**config.mk**
```make
export PLATFORM = sky130hd
export DESIGN_NAME = exc_arbiter
export DESIGN_NICKNAME = d
export VERILOG_FILES = /design/src/rtl/cpu_defs.sv /design/src/rtl/exc_prio_enc.sv /design/src/rtl/exc_arbiter.sv
export SDC_FILE = /design/constraint.sdc
export NUM_CORES = 1
export LEC_CHECK = 0
export ABC_CLOCK_PERIOD_IN_PS = 8900
export CELL_PAD_IN_SITES_DETAIL_PLACEMENT = 0
export CELL_PAD_IN_SITES_GLOBAL_PLACEMENT = 1
export CORE_AREA = 2 2 173 175
export DETAILED_ROUTE_END_ITERATION = 16
export DIE_AREA = 0 0 175 177
export DONT_BUFFER_PORTS = 1
export GPL_ROUTABILITY_DRIVEN = 1
export PLACE_DENSITY = 0.49
export SYNTH_ARGS = -nofsm -noshare
export SYNTH_HDL_FRONTEND = slang
export SYNTH_SLANG_ARGS = --single-unit
export TNS_END_PERCENT = 30
```
**constraint.sdc**
```tcl
create_clock -name clk -period 8.9 [get_ports clk]
set_input_delay 1.78 -clock clk [delete_from_list [all_inputs] [get_ports clk]]
set_output_delay 1.78 -clock clk [all_outputs]
set_load 0.05 [all_outputs]
```
**src/rtl/cpu_defs.sv**
```systemverilog
// Shared types and constants for the MEM-stage exception arbiter.
// Latency: n/a (declarations only).
// Backpressure: n/a.
package cpu_defs;

    typedef enum logic [1:0] {
        PLAIN  = 2'd0,
        BADVA  = 2'd1,
        TLB    = 2'd2,
        REFILL = 2'd3
    } exc_kind_t;

    typedef enum logic [1:0] {
        IDLE     = 2'd0,
        COMMIT   = 2'd1,
        REDIRECT = 2'd2
    } exc_state_t;

    typedef struct packed {
        logic [4:0]  exccode;
        logic [31:0] epc;
        logic        bd;
        logic [31:0] badvaddr;
        logic        badva_we;
        logic        tlb_we;
        logic        is_eret;
    } exc_info_t;

    localparam logic [4:0] EXCCODE_INT  = 5'd0;
    localparam logic [4:0] EXCCODE_MOD  = 5'd1;
    localparam logic [4:0] EXCCODE_TLBL = 5'd2;
    localparam logic [4:0] EXCCODE_TLBS = 5'd3;
    localparam logic [4:0] EXCCODE_ADEL = 5'd4;
    localparam logic [4:0] EXCCODE_ADES = 5'd5;
    localparam logic [4:0] EXCCODE_SYS  = 5'd8;
    localparam logic [4:0] EXCCODE_BP   = 5'd9;
    localparam logic [4:0] EXCCODE_RI   = 5'd10;
    localparam logic [4:0] EXCCODE_OV   = 5'd12;

    // Vector offsets relative to the boot base and to EBase
    localparam logic [31:0] OFS_REFILL        = 32'h0000_0200;
    localparam logic [31:0] OFS_GENERAL       = 32'h0000_0380;
    localparam logic [31:0] OFS_EBASE_REFILL  = 32'h0000_0000;
    localparam logic [31:0] OFS_EBASE_GENERAL = 32'h0000_0180;

    // Every kind except PLAIN records the faulting address
    function automatic logic kind_writes_badva(input exc_kind_t k);
        return k != PLAIN;
    endfunction

    // TLB-class kinds also update EntryHi/Context
    function automatic logic kind_writes_tlb(input exc_kind_t k);
        return (k == TLB) || (k == REFILL);
    endfunction

endpackage

```
**src/rtl/exc_prio_enc.sv**
```systemverilog
// Lowest-set-bit priority encoder: bit 0 wins, vld flags any bit set.
// Latency: combinational.
// Backpressure: none.
module exc_prio_enc #(
    parameter int W = 16,
    localparam int IW = (W > 1) ? $clog2(W) : 1
) (
    input  logic [W-1:0]  vec,
    output logic          vld,
    output logic [IW-1:0] idx
);

    // Scan from the top down so the lowest set bit is the last writer
    always_comb begin
        vld = |vec;
        idx = '0;
        for (int i = W - 1; i >= 0; i--) begin
            if (vec[i]) idx = IW'(i);
        end
    end

endmodule

```
**src/rtl/exc_arbiter.sv**
```systemverilog
// Registered MEM-stage exception/interrupt/ERET arbiter; EXC_EBASE_EN selects EBase-relative vectors when BEV=0.
// Latency: accept edge T, CP0 write + flush in cycle T+1, redirect from T+2 (>= 3 cycles per event).
// Backpressure: redirect held until if_ready; m_stall freezes MEM whenever the FSM is busy.
module exc_arbiter
    import cpu_defs::*;
#(
    parameter int          NUM_SRC    = 16,
    parameter int          NUM_HW_INT = 6,
    parameter logic [31:0] BOOT_VEC   = 32'hBFC0_0000
) (
    input  logic                   clk,
    input  logic                   rst,
    input  logic                   m_valid,
    input  logic [NUM_SRC-1:0]     m_src_vec,
    input  logic [5*NUM_SRC-1:0]   m_src_code,
    input  logic [2*NUM_SRC-1:0]   m_src_kind,
    input  logic                   m_eret,
    input  logic [31:0]            m_pc,
    input  logic [31:0]            m_badvaddr,
    input  logic                   m_in_delay_slot,
    input  logic [NUM_HW_INT-1:0]  hw_int,
    input  logic [31:0]            cp0_status,
    input  logic [31:0]            cp0_cause,
    input  logic [31:0]            cp0_epc,
    input  logic [31:0]            cp0_ebase,
    input  logic                   if_ready,
    output logic                   m_stall,
    output logic                   flush,
    output logic                   cp0_we,
    output exc_info_t              exc_info,
    output logic                   exc_req,
    output logic [31:0]            exc_addr,
    output logic [NUM_HW_INT-1:0]  int_sync
);

    localparam int IW = (NUM_SRC > 1) ? $clog2(NUM_SRC) : 1;

    exc_state_t            state, state_nxt;
    logic [NUM_HW_INT-1:0] int_meta, int_sync_q;
    logic [7:0]            ip_vec;
    logic                  int_pend, src_vld, accept, exl;
    logic [IW-1:0]         src_idx;
    logic [4:0]            sel_code;
    exc_kind_t             sel_kind;
    logic [31:0]           base, ofs_ref, ofs_gen, ev_epc, ev_addr;
    logic                  ev_bd;
    exc_info_t             ev_info;
    logic                  unused_cp0;

    // Only some CP0 bits matter here; the rest are deliberately ignored
    assign unused_cp0 = ^{cp0_status, cp0_cause, cp0_ebase};

    // Two-flop synchronizer for the asynchronous interrupt lines
    always_ff @(posedge clk or posedge rst) begin
        if (rst) begin
            int_meta   <= '0;
            int_sync_q <= '0;
        end else begin
            int_meta   <= hw_int;
            int_sync_q <= int_meta;
        end
    end

    assign int_sync = int_sync_q;

    // Build Cause.IP: software bits [1:0], hardware lines from bit 2 up
    always_comb begin
        ip_vec = {6'b0, cp0_cause[9:8]};
        for (int i = 0; i < NUM_HW_INT && i < 6; i++) begin
            ip_vec[i+2] = int_sync_q[i];
        end
    end

    assign exl      = cp0_status[1];
    assign int_pend = (|(ip_vec & cp0_status[15:8])) && cp0_status[0] && !exl && !cp0_status[2];

    exc_prio_enc #(.W(NUM_SRC)) u_prio (
        .vec (m_src_vec),
        .vld (src_vld),
        .idx (src_idx)
    );

    assign sel_code = m_src_code[int'(src_idx)*5 +: 5];
    assign sel_kind = exc_kind_t'(m_src_kind[int'(src_idx)*2 +: 2]);
    assign accept   = (state == IDLE) && m_valid && (int_pend || src_vld || m_eret);

    // Resolve the winning event, its EPC/BD and its redirect target
    always_comb begin
        base    = BOOT_VEC;
        ofs_ref = OFS_REFILL;
        ofs_gen = OFS_GENERAL;
`ifdef EXC_EBASE_EN
        if (!cp0_status[22]) begin
            base    = {cp0_ebase[31:12], 12'h000};
            ofs_ref = OFS_EBASE_REFILL;
            ofs_gen = OFS_EBASE_GENERAL;
        end
`endif
        // A nested exception keeps the original EPC/BD
        if (exl) begin
            ev_epc = cp0_epc;
            ev_bd  = cp0_cause[31];
        end else if (m_in_delay_slot) begin
            ev_epc = m_pc - 32'd4;
            ev_bd  = 1'b1;
        end else begin
            ev_epc = m_pc;
            ev_bd  = 1'b0;
        end

        ev_info = '0;
        ev_addr = base + ofs_gen;
        if (int_pend) begin
            ev_info.exccode = EXCCODE_INT;
            ev_info.epc     = ev_epc;
            ev_info.bd      = ev_bd;
        end else if (src_vld) begin
            ev_info.exccode  = sel_code;
            ev_info.epc      = ev_epc;
            ev_info.bd       = ev_bd;
            ev_info.badvaddr = m_badvaddr;
            ev_info.badva_we = kind_writes_badva(sel_kind);
            ev_info.tlb_we   = kind_writes_tlb(sel_kind);
            if (sel_kind == REFILL && !exl) ev_addr = base + ofs_ref;
        end else if (m_eret) begin
            ev_info.is_eret = 1'b1;
            ev_addr         = cp0_epc;
        end
    end

    // Latch the event on accept; held stable through COMMIT and REDIRECT
    always_ff @(posedge clk or posedge rst) begin
        if (rst) begin
            exc_info <= '0;
            exc_addr <= BOOT_VEC + OFS_GENERAL;
        end else if (accept) begin
            exc_info <= ev_info;
            exc_addr <= ev_addr;
        end
    end

    // FSM state register
    always_ff @(posedge clk or posedge rst) begin
        if (rst) state <= IDLE;
        else     state <= state_nxt;
    end

    // FSM next state: commit is always one cycle, redirect waits for fetch
    always_comb begin
        state_nxt = state;
        case (state)
            IDLE:     if (accept) state_nxt = COMMIT;
            COMMIT:   state_nxt = REDIRECT;
            REDIRECT: if (if_ready) state_nxt = IDLE;
            default:  state_nxt = IDLE;
        endcase
    end

    // FSM outputs decoded purely from state
    always_comb begin
        m_stall = (state != IDLE);
        flush   = (state == COMMIT);
        cp0_we  = (state == COMMIT);
        exc_req = (state == REDIRECT);
    end

endmodule
```
Yosys cells after proc, flatten, opt, wreduce, memory -nomap -nowiden
Index checks and enable logic that the tools add are counted.
{"block": "totals", "register_bits": 119, "latch_bits": 0, "mem_bits_rw": 0, "romBits": 0, "inputBits": 332, "out_inout_bits": 115, "n_memories": 0}
{"block": "op_classes", "n_addsub": 1, "mul": 1, "div": 0, "magnitude_cmp": 0, "eq_ne": 6, "shifts": 2, "muxes": 32, "n_bitwise": 1, "n_reduce_logical": 17}
{"cell": "$mux 32", "count": 5}
{"cell": "$shiftx 80x8->5", "count": 1}
{"cell": "$mux 72", "count": 1}
{"cell": "$mux 4", "count": 16}
{"cell": "$mux 38", "count": 1}
{"cell": "$mux 35", "count": 1}
{"cell": "$shiftx 32x6->2", "count": 1}
{"cell": "$sub 32x3->32 const B", "count": 1}
{"cell": "$reduce_or 16->1", "count": 1}
{"cell": "$mux 9", "count": 1}
{"cell": "$and 8x8->8", "count": 1}
{"cell": "$reduce_or 8->1", "count": 1}
{"cell": "$mul 4x3->7 const B", "count": 1}
{"cell": "$eq 2x2->1 const B", "count": 3}
{"cell": "$logic_and 1x1->1", "count": 6}
{"cell": "$pmux 2 s3", "count": 1}
{"cell": "$mux 1", "count": 4}
{"cell": "$mux 2", "count": 2}
{"cell": "$ne 2x2->1 const B", "count": 2}
{"cell": "$reduce_bool 2->1", "count": 2}
{"cell": "$logic_or 1x1->1", "count": 3}
{"cell": "$eq 2x1->1 const B", "count": 1}
{"cell": "$logic_not 1->1", "count": 2}
{"cell": "$logic_not 2->1", "count": 1}
{"cell": "$reduce_and 2->1", "count": 1}

Longest topological paths before layout
Gate-level depths: netlist of run 1.
{"block": "depth", "depth_word": 22, "depth_mapped": 11, "depth_no_buf": 10}

By module
From an unflattened synthesis of run 1, not the netlist that was laid out.
{"block": "hier_totals", "cells_unflattened": 529, "area_unflattened_um2": 6301.0}
{"module": "exc_arbiter", "instances": 1, "cells_per_inst": 495, "area_per_inst_um2": 6124.6, "seq_area_each_um2": 2992.9}
{"module": "exc_prio_enc", "instances": 1, "cells_per_inst": 34, "area_per_inst_um2": 176.4, "seq_area_each_um2": 0.0}

Least setup slack after synthesis of run 1
Ideal clock, no wire load.
{"block": "synth_timing", "path_kind": "input to register", "start": "input port m_pc[13]", "end": "register exc_info[62] (netlist name)", "setup_ns": 0.124, "arrival_time_ns": 3.830, "required_time_ns": 8.776, "slack_ns": 4.946, "stages": 8, "path_cell_list": "or4_4 > or4_4 > nor3_4 > nand2_2 > nor4_2 > mux2_1 > a21oi_1 > o21ai_2"}
{"block": "synth_between", "elab_chain_cells": 5}
{"element": "start: declaration", "line": "exc_arbiter.sv:18", "source": "input logic [31:0] m_pc,"}
{"element": "$sub 32x3->32 (*)", "line": "exc_arbiter.sv:104", "source": "ev_epc = m_pc - 32'd4;"}
{"element": "$mux 32 (*)", "line": "exc_arbiter.sv:103", "source": "end else if (m_in_delay_slot) begin"}
{"element": "$mux 32 (*)", "line": "exc_arbiter.sv:100", "source": "if (exl) begin"}
{"element": "$mux 72", "line": "exc_arbiter.sv:117", "source": "end else if (src_vld) begin"}
{"element": "$mux 38 (*)", "line": "exc_arbiter.sv:113", "source": "if (int_pend) begin"}
{"element": "end signal: assignment", "line": "exc_arbiter.sv:137", "source": "exc_info <= ev_info;"}
{"element": "end: declaration", "line": "exc_arbiter.sv:30", "source": "output exc_info_t exc_info,"}
Mark *: on every way between the ends. The rest lies on a longest branch, timed or not.
A chain may end at the register's enable or synchronous reset.

Worst setup path in the final report of run 1
{"block": "layout_timing", "start": "input port m_src_vec[7]", "end": "register exc_info[21] (netlist name)"}
{"block": "layout_between", "elab_chain_cells": 4, "elab_cells_between_ends": 6, "cone_classes": "2 x mux; 4 x reduce/logical"}
{"element": "start: declaration", "line": "exc_arbiter.sv:14", "source": "input logic [NUM_SRC-1:0] m_src_vec,"}
{"element": "$reduce_or 16->1 (*)", "line": "exc_prio_enc.sv:15", "source": "vld = |vec;"}
{"element": "$logic_or 1x1->1 (2 in series)", "line": "exc_arbiter.sv:85", "source": "assign accept = (state == IDLE) && m_valid && (int_pend || src_vld || m_eret);"}
{"element": "$logic_and 1x1->1", "line": "exc_arbiter.sv:85"}
Marks and branches as above.

==> metrics.md, run 1 <==
| Metric | Value |
|---|---|
| Result of the run | finished, final reports clean |
| Share of post-route cells with drive strength above 1 | 11.4% |
| Minimum clock period after layout | roughly 4.6 ns |
| Chip Width | between 150 and 200 um |
| Average detailed-routed wire length per instance | between 20 and 25 um |
| Largest net degree at the start of global routing | between 70 and 80 |
| Fraction of synthesis flops using an asynchronous set or reset pin | 100% |
| Final estimated routing congestion in global placement | 0.795 |
| Start-to-end type of the worst setup path | in -> reg |
| Clock Tree Buf Depth | 2 |
| Family of cells with the greatest summed delay on the critical path | simple AND/OR/NAND/NOR gates |
| Vias in the first global route | 5429 |
| Worst Hold Margin | about 0.35 ns |
| Number of buffers inserted for hold repair after clock tree synthesis | 0 |
| Syn_nets | approximately 1000 |
| Remaining global-route overflow | 0 |
| Compound-gate portion of the synthesized area | between 20% and 30% |
| Hold violation total from the final report | 0 |
| Die Ht | approximately 180 um |
| Critical Path RT | about 9 ns |
| Aggregate global-route resource usage | 15.6% |
| Register clock-pin slew on the reported worst setup and hold paths | 0.06 ns |
| Critical Path Sink Type | flip-flop |
| Post-DP HPWL | about 19000 um |
| Fill cell instance count of the final layout | roughly 3200 |
| Layout-stage area growth over the synthesis result | 14.8% |
| Largest family of logic cells by synthesized area | compound AO/OA/AOI/OAI gates |
| Antenna viol nets, final | 0 |
| Placeable core region | 29200 um^2 |
| Flip-flop and latch count after synthesis | 119 |
| Post-synthesis xor/xnor area fraction | under 10% |
| Minimum setup slack in the final design | 4.27 ns |
| Router iterations before antenna repair | 5 |
| Dominant cell type by area after synthesis | dfrtp_1 |
| CP arrival | about 5 ns |
| Wirelength, routed | 25000 um |
| Post-synthesis cell area | roughly 6400 um^2 |
| Clock buffers created by TritonCTS | 17 |
| Final total negative setup slack | 0 ns |
| Total Die Area | between 30000 and 40000 um^2 |
| DRC violation count after routing | 0 |
| Most frequently used flop master after synthesis | dfrtp_1 |
| Post-detailed-route via-to-cell ratio | between 4 and 5 |
| Most common cell on crit path | nand2_1 |
| Least-Margin Pin Slew | about 1.1 ns |
| Post-synthesis share of cell area spent on and, or, nand and nor gates | between 20% and 30% |
| Maximum frequency from static timing analysis | 0.216 GHz |
| Type of element launching the critical path | input pin |
| H-tree levels | 4 |
| Post-placement cell area | around 6800 um^2 |
| Top post-synthesis cells by area | dfrtp_1 (42%), a22o_1 (7.8%), nand2_1 (7.7%), dfstp_2 (4.9%), a21oi_1 (2.8%) |
| Overall via count from detail_route | 5295 |
| Global-route wire length before repair | 35800 um |
| Cell internal power dissipation | 1.26 mW |
| Share of synthesized area spent on multiplexers | roughly 2.2% |
| Slew HR | around 25% |
| Number of gates given a new drive strength after cts | 0 |
| Reg power frac | 56.5% |
| Final clock skew | 0.00852 ns |
| Hold WC Path Type | reg -> reg |
| Number of synthesized flops with an enable pin | 0 |
| Max cap viols | 0 |
| Adder-Cell Fraction of Synth Area | 0.195% |
| Switching fraction of total power | between 50% and 60% |
| Setup repair bufs after CTS | 0 |
| Gate count after technology mapping | between 600 and 700 |
| Leakage component of the power | between 2 and 3 nW |
| Unrepaired setup endpoints after global routing | false |
| Sw power | roughly 1.3 mW |
| Share of the clock period used by the worst path after layout | 52.0% |
| Power density relative to cell area | 351 nW/um^2 |
| Clock latency of the later-clocked register in the worst-skew pair | 0.42 ns |
| Synth warn | 0 |
| Buffers and inverters on the worst path | 1 |
| Number of port buffers | 0 |
| Std cell rows | 63 |
| Finished layout cell area | about 7400 um^2 |
| Final cell utilization of the core | between 20% and 30% |
| Max-slew violations | 0 |
| Chain of cells forming the critical path | or2_1 > nor3_1 > nand2_1 > nor3_2 > nand2_1 > o21ai_4 > buf_4 > a22o_1 |
| Boundary pin count | roughly 450 |
| Sequential element share of the synthesized area | a little under half |
| Total clock sinks | approximately 120 |
| Master of the slowest instance on the critical path | buf_4 |
| Max IR drop VDD | around 0.096 mV |
| Clock tree root buffer cell | clkbuf_16 |
| Drt initial violations | around 320 |
| Total of endpoints with negative setup slack in the final report | 0 |
| Part of the power in combinational logic | 16.7% |
| Final layout net count | around 1000 |
| Number of antenna violations at the first check in global routing | 1 |
| Area share of the leading cell type in the synthesized netlist | around two fifths |
| Worst slack at placement | ~3.9 ns |
| CTS tree | built |
| Initial cell density of the core | a little over a fifth |
| Clock share of power | 26.8% |
| Unique cell type count in the Yosys netlist | 65 |
| Synth Area per Inst | approximately 9.3 um^2 |
| CP max stage delay | around 0.8 ns |
| Largest fanout of any net on the critical path | 74 |
==> power by group through the flow <==
stage	Clock (mW)	Sequential, mW	Combinational [mW]
6_report	0.693	1.46	0.433
4_1_cts	0.720	1.47	0.443
2_1_floorplan	0	1.41	0.343
3_5_place_dp	0	1.48	0.439
3_3_place_gp	0	1.48	0.436
5_1_grt	0.745	1.48	0.484
==> metrics by stage <==
step | std cells | power (mW)
floorplan | 692 | 1.76
global placement | 1045 | 1.92
detailed placement | 1045 | 1.92
CTS | 1077 | 2.63
global route | 1077 | 2.71
finish | 1078 | 2.59
==> layout make-up <==
class | instances | area [um^2] | share of cell area [%]
clock inverter | 14 | 143 | 1.94
clock buffer | 18 | 429 | 5.83
antenna | 1 | 2.50 | 0.0340
timing repair buffer | 9 | 67.6 | 0.918
sequential | 119 | 2990 | 40.6
tap | 390 | 488 | 6.63
multi-input combinational | 518 | 3200 | 43.5
inverter | 9 | 38.8 | 0.527
==> worst paths after layout <==
| check | startpoint | endpoint | slack (ns) | depth (start not counted) |
|---|---|---|---|---|
| worst max-delay path | m_src_vec[7] | exc_info[21]$_DFFE_PP0P_ | 4.27 | 8 |
| worst min-delay path | int_meta[4]$_DFF_PP0_ | int_sync[4]$_DFF_PP0_ | 0.35 | 0 |
| worst max register to register | int_sync[5]$_DFF_PP0_ | exc_info[21]$_DFFE_PP0P_ | 5.62 | 7 |
| worst min register to register | int_meta[4]$_DFF_PP0_ | int_sync[4]$_DFF_PP0_ | 0.35 | 0 |
| max in group asynchronous | rst | exc_info[37]$_DFFE_PP0P_ | 6.35 | 2 |
| min in group asynchronous | rst | exc_info[25]$_DFFE_PP0P_ | 1.30 | 1 |
==> cells by family (layout without fill, tap and decap cells) <==
group,after synthesis,after routing
buffers and inverters,55,50
AO/OA/AOI/OAI,205,205
adder cells (fa/ha/maj),1,1
multiplexers,14,14
XOR/XNOR,23,23
other,0,1
flip-flops,119,119
AND/OR/NAND/NOR,275,275
==> per-layer routing <==
layer	vias up	part of all wire, %	global-route usage [%]
met5	-	0	0
met4	0	1.0	3.61
met3	13	8.8	5.73
met2	238	47	25.1
met1	2532	44	19.8
li1	2512	-	-
==> sequential cells by signal (all words and copies together) (netlist names) <==
register / flops
exc_addr: 32
exc_info: 73
int_meta: 6
int_sync: 6
state: 2
==> layout by cell type, fill, tap and decap left out, drive strengths merged, types with 5 or more instances in the layout <==
| master | n |
|---|---|
| o21ai | 42 |
| o22a | 13 |
| and3 | 11 |
| nor3 | 18 |
| nor4 | 10 |
| nor2b | 5 |
| a22oi | 8 |
| clkinvlp | 5 |
| a311oi | 10 |
| or4 | 7 |
| dfstp | 12 |
| a31oi | 12 |
| a32oi | 5 |
| xnor2 | 17 |
| dfrtp | 107 |
| nand2 | 133 |
| nand3 | 25 |
| or3 | 11 |
| a22o | 57 |
| inv | 16 |
| a21oi | 36 |
| clkbuf | 18 |
| o221ai | 5 |
| mux2i | 13 |
| nor2 | 37 |
| xor2 | 6 |
| buf | 9 |
==> cells in the mapped netlist (3+ instances only) <==
library cell  instances
a22o_1               57
a31oi_1              12
nor2_1               36
xor2_1                6
buf_2                13
nand4_1               3
mux2i_1              13
clkbuf_1             26
nor4_1                7
a32oi_1               5
dfstp_2              12
o221ai_1              5
nand2_1             131
inv_1                 9
buf_1                 3
or4_1                 5
o21ai_0              28
o22a_1               13
nor3_1               14
a311oi_1             10
or3_1                 9
a22oi_1               8
and3_1               11
dfrtp_1             107
a2111oi_0             3
nand3_1              25
nor4_2                3
a21oi_1              36
nor3_4                3
nor3b_1               3
xnor2_1              17
nor2b_1               5
o21ai_1              13
No activity file was read; power rests on OpenSTA's default activity.
==> inputs of run 2 (changes only) <==
--- a/config.mk
+++ b/config.mk
@@ -5,15 +5,15 @@
 export SDC_FILE = /design/constraint.sdc
 export NUM_CORES = 1
 export LEC_CHECK = 0
-export ABC_CLOCK_PERIOD_IN_PS = 8900
+export ABC_CLOCK_PERIOD_IN_PS = 4300
 export CELL_PAD_IN_SITES_DETAIL_PLACEMENT = 0
 export CELL_PAD_IN_SITES_GLOBAL_PLACEMENT = 1
-export CORE_AREA = 2 2 173 175
+export CORE_AREA = 2 2 176 178
 export DETAILED_ROUTE_END_ITERATION = 16
-export DIE_AREA = 0 0 175 177
+export DIE_AREA = 0 0 178 180
 export DONT_BUFFER_PORTS = 1
 export GPL_ROUTABILITY_DRIVEN = 1
-export PLACE_DENSITY = 0.49
+export PLACE_DENSITY = 0.47
 export SYNTH_ARGS = -nofsm -noshare
 export SYNTH_HDL_FRONTEND = slang
 export SYNTH_SLANG_ARGS = --single-unit
==> constraint.sdc (replaced) <==
create_clock -name clk -period 4.3 [get_ports clk]
set_input_delay 0.86 -clock clk [delete_from_list [all_inputs] [get_ports clk]]
set_output_delay 0.86 -clock clk [all_outputs]
set_load 0.05 [all_outputs]
==> run 2 against run 1 <==
Against the previous run: first-iteration DRC count is 8.7% higher; final cell count grew 0.83%; count of clock-buffer cells in the layout unchanged; flip-flop and latch count stayed put; routed wire length shrank 3.2%; non-clock buffer count up 3; power up 110%; sequential power is 110% higher; register-to-register slack worse by 4.0 ns; hold slack worse by 0.0043 ns; global-route usage decreased by 1.1 points; largest power group unchanged.
==> metrics.md, run 2 (synthesis results as in run 1) <==
| Metric | Value |
|---|---|
| Result of the run | finished, final reports clean |
| Power density relative to cell area | slightly above 700 nW/um^2 |
| Final layout net count | slightly above 1000 |
| Least-Margin Pin Slew | around 1.1 ns |
| Post-placement cell area | roughly 6800 um^2 |
| Clock share of power | between 20 and 30% |
| H-tree levels | 4 |
| DRC violation count after routing | 0 |
| Final total negative setup slack | 0 ns |
| Largest net degree at the start of global routing | slightly above 90 |
| Die Ht | 180 um |
| Boundary pin count | 447 |
| Chain of cells forming the critical path | or2_1 > nor3_1 > nand2_1 > nor3_2 > nand2_1 > o21ai_4 > buf_4 > a22o_1 |
| Final estimated routing congestion in global placement | 0.829 |
| CP arrival | ~3.4 ns |
| Clock tree root buffer cell | clkbuf_16 |
| Std cell rows | 64 |
| Largest fanout of any net on the critical path | 72 |
| Vias in the first global route | approximately 5500 |
| Worst Hold Margin | 0.347 ns |
| CP max stage delay | approximately 0.6 ns |
| Clock buffers created by TritonCTS | 17 |
| Type of element launching the critical path | input pin |
| Register clock-pin slew on the reported worst setup and hold paths | ~0.06 ns |
| Reg power frac | between 50% and 60% |
| Initial cell density of the core | between 20% and 30% |
| Family of cells with the greatest summed delay on the critical path | simple AND/OR/NAND/NOR gates |
| Non-filler cells, final | between 1000 and 1500 |
| Drt initial violations | ~350 |
| Number of buffers inserted for hold repair after clock tree synthesis | 0 |
| Critical Path Sink Type | flip-flop |
| Final clock skew | ~0.012 ns |
| Master of the slowest instance on the critical path | buf_4 |
| Clock latency of the later-clocked register in the worst-skew pair | 0.41 ns |
| Antenna viol nets, final | 0 |
| Largest registers | exc_info: 73 flops, exc_addr: 32 flops |
| Sw power | 2.68 mW |
| Layout-stage area growth over the synthesis result | 15.5% |
| Leakage component of the power | between 2 and 3 nW |
| Number of antenna violations at the first check in global routing | 1 |
| Share of post-route cells with drive strength above 1 | between 10% and 20% |
| Remaining global-route overflow | 0 |
| Final cell utilization of the core | 24.5% |
| Switching fraction of total power | about half |
| Router iterations before antenna repair | 5 |
| Minimum clock period after layout | just over 3 ns |
| Critical Path RT | 4.65 ns |
| Finished layout cell area | 7410 um^2 |
| Slew HR | between 20% and 30% |
| Clock Tree Buf Depth | 2 |
| CTS tree | built |
| Wirelength, routed | ~24000 um |
| Post-DP HPWL | about 18000 um |
| Unrepaired setup endpoints after global routing | false |
| Aggregate global-route resource usage | between 10% and 20% |
| Setup repair bufs after CTS | 0 |
| Share of the clock period used by the worst path after layout | 71.9% |
| Total clock sinks | approximately 120 |
| Largest register FFs | between 70 and 80 |
| Maximum frequency from static timing analysis | 0.323 GHz |
| Hold violation total from the final report | 0 |
| Buffers and inverters on the worst path | 1 |
| Part of the power in combinational logic | between 10% and 20% |
| Overall via count from detail_route | 5477 |
| Average detailed-routed wire length per instance | around 22 um |
| Post-detailed-route via-to-cell ratio | about 5 |
| Max IR drop VDD | about 0.24 mV |
| Most common cell after layout, fill and taps aside | nand2_1 |
| Number of port buffers | 0 |
| Number of gates given a new drive strength after cts | 0 |
| Chip Width | about 180 um |
| Max-slew violations | 0 |
| Total of endpoints with negative setup slack in the final report | 0 |
| Hold WC Path Type | reg -> reg |
| Total Die Area | approximately 32000 um^2 |
| Most flops, register | exc_info |
| Placeable core region | between 30000 and 40000 um^2 |
| Cell internal power dissipation | ~2.7 mW |
| Global-route wire length before repair | 34700 um |
| Max cap viols | 0 |
| Most used cells in the layout excluding fill and tap cells | nand2_1 (131), dfrtp_1 (107), a22o_1 (57) |
| Most common cell on crit path | nand2_1 |
| Placed instance count | about 1100 |
| Fill cell instance count of the final layout | between 3000 and 4000 |
| Start-to-end type of the worst setup path | in -> reg |
==> run 2: final timing paths <==
check	depth (start not counted)	to	start	slack (ns)
setup / recovery	8	exc_addr[14]$_DFFE_PP0P_	m_src_vec[7]	1.21
hold reg to reg	0	int_sync[3]$_DFF_PP0_	int_meta[3]$_DFF_PP0_	0.35
min in group asynchronous	1	exc_info[22]$_DFFE_PP0P_	rst	0.50
max in group asynchronous	2	exc_info[46]$_DFFE_PP0P_	rst	2.84
hold / removal	0	int_sync[3]$_DFF_PP0_	int_meta[3]$_DFF_PP0_	0.35
setup reg to reg	7	exc_addr[14]$_DFFE_PP0P_	int_sync[5]$_DFF_PP0_	1.58
==> run 2: area by class of cell <==
type | instances | area (um^2) | share of cell area (%)
Multi-Input combinational cell | 518 | 3200 | 43.2
Sequential cell | 119 | 2990 | 40.4
Tap cell | 396 | 495 | 6.69
Clock buffer | 18 | 439 | 5.93
Clock inverter | 13 | 146 | 1.98
Timing Repair Buffer | 12 | 90.1 | 1.22
Inverter | 9 | 38.8 | 0.523
Antenna cell | 2 | 5.00 | 0.0675
==> run 2: routing by layer <==
| metal | part of all wire [%] | track usage (%) | vias to the layer above |
|---|---|---|---|
| li1 | - | - | 2509 |
| met1 | 42 | 18.4 | 2654 |
| met2 | 47 | 22.9 | 290 |
| met3 | 9.4 | 4.80 | 24 |
| met4 | 2.2 | 5.05 | 0 |
| met5 | 0 | 0 | - |
==> run 2: through the flow <==
step                setup slack [ns]  power, mW
detailed placement             0.753       3.98
finish                          1.21       5.36
floorplan                      0.302       3.64
global placement               0.856       3.95
global route                   0.898       5.64
CTS                             1.18       5.47
==> run 2: power groups by stage <==
stage          Sequential, mW  Clock, mW  Combinational [mW]
2_1_floorplan            2.92          0               0.711
3_3_place_gp             3.06          0               0.884
3_5_place_dp             3.06          0               0.912
4_1_cts                  3.04       1.50               0.921
5_1_grt                  3.08       1.56                1.01
6_report                 3.03       1.45               0.892
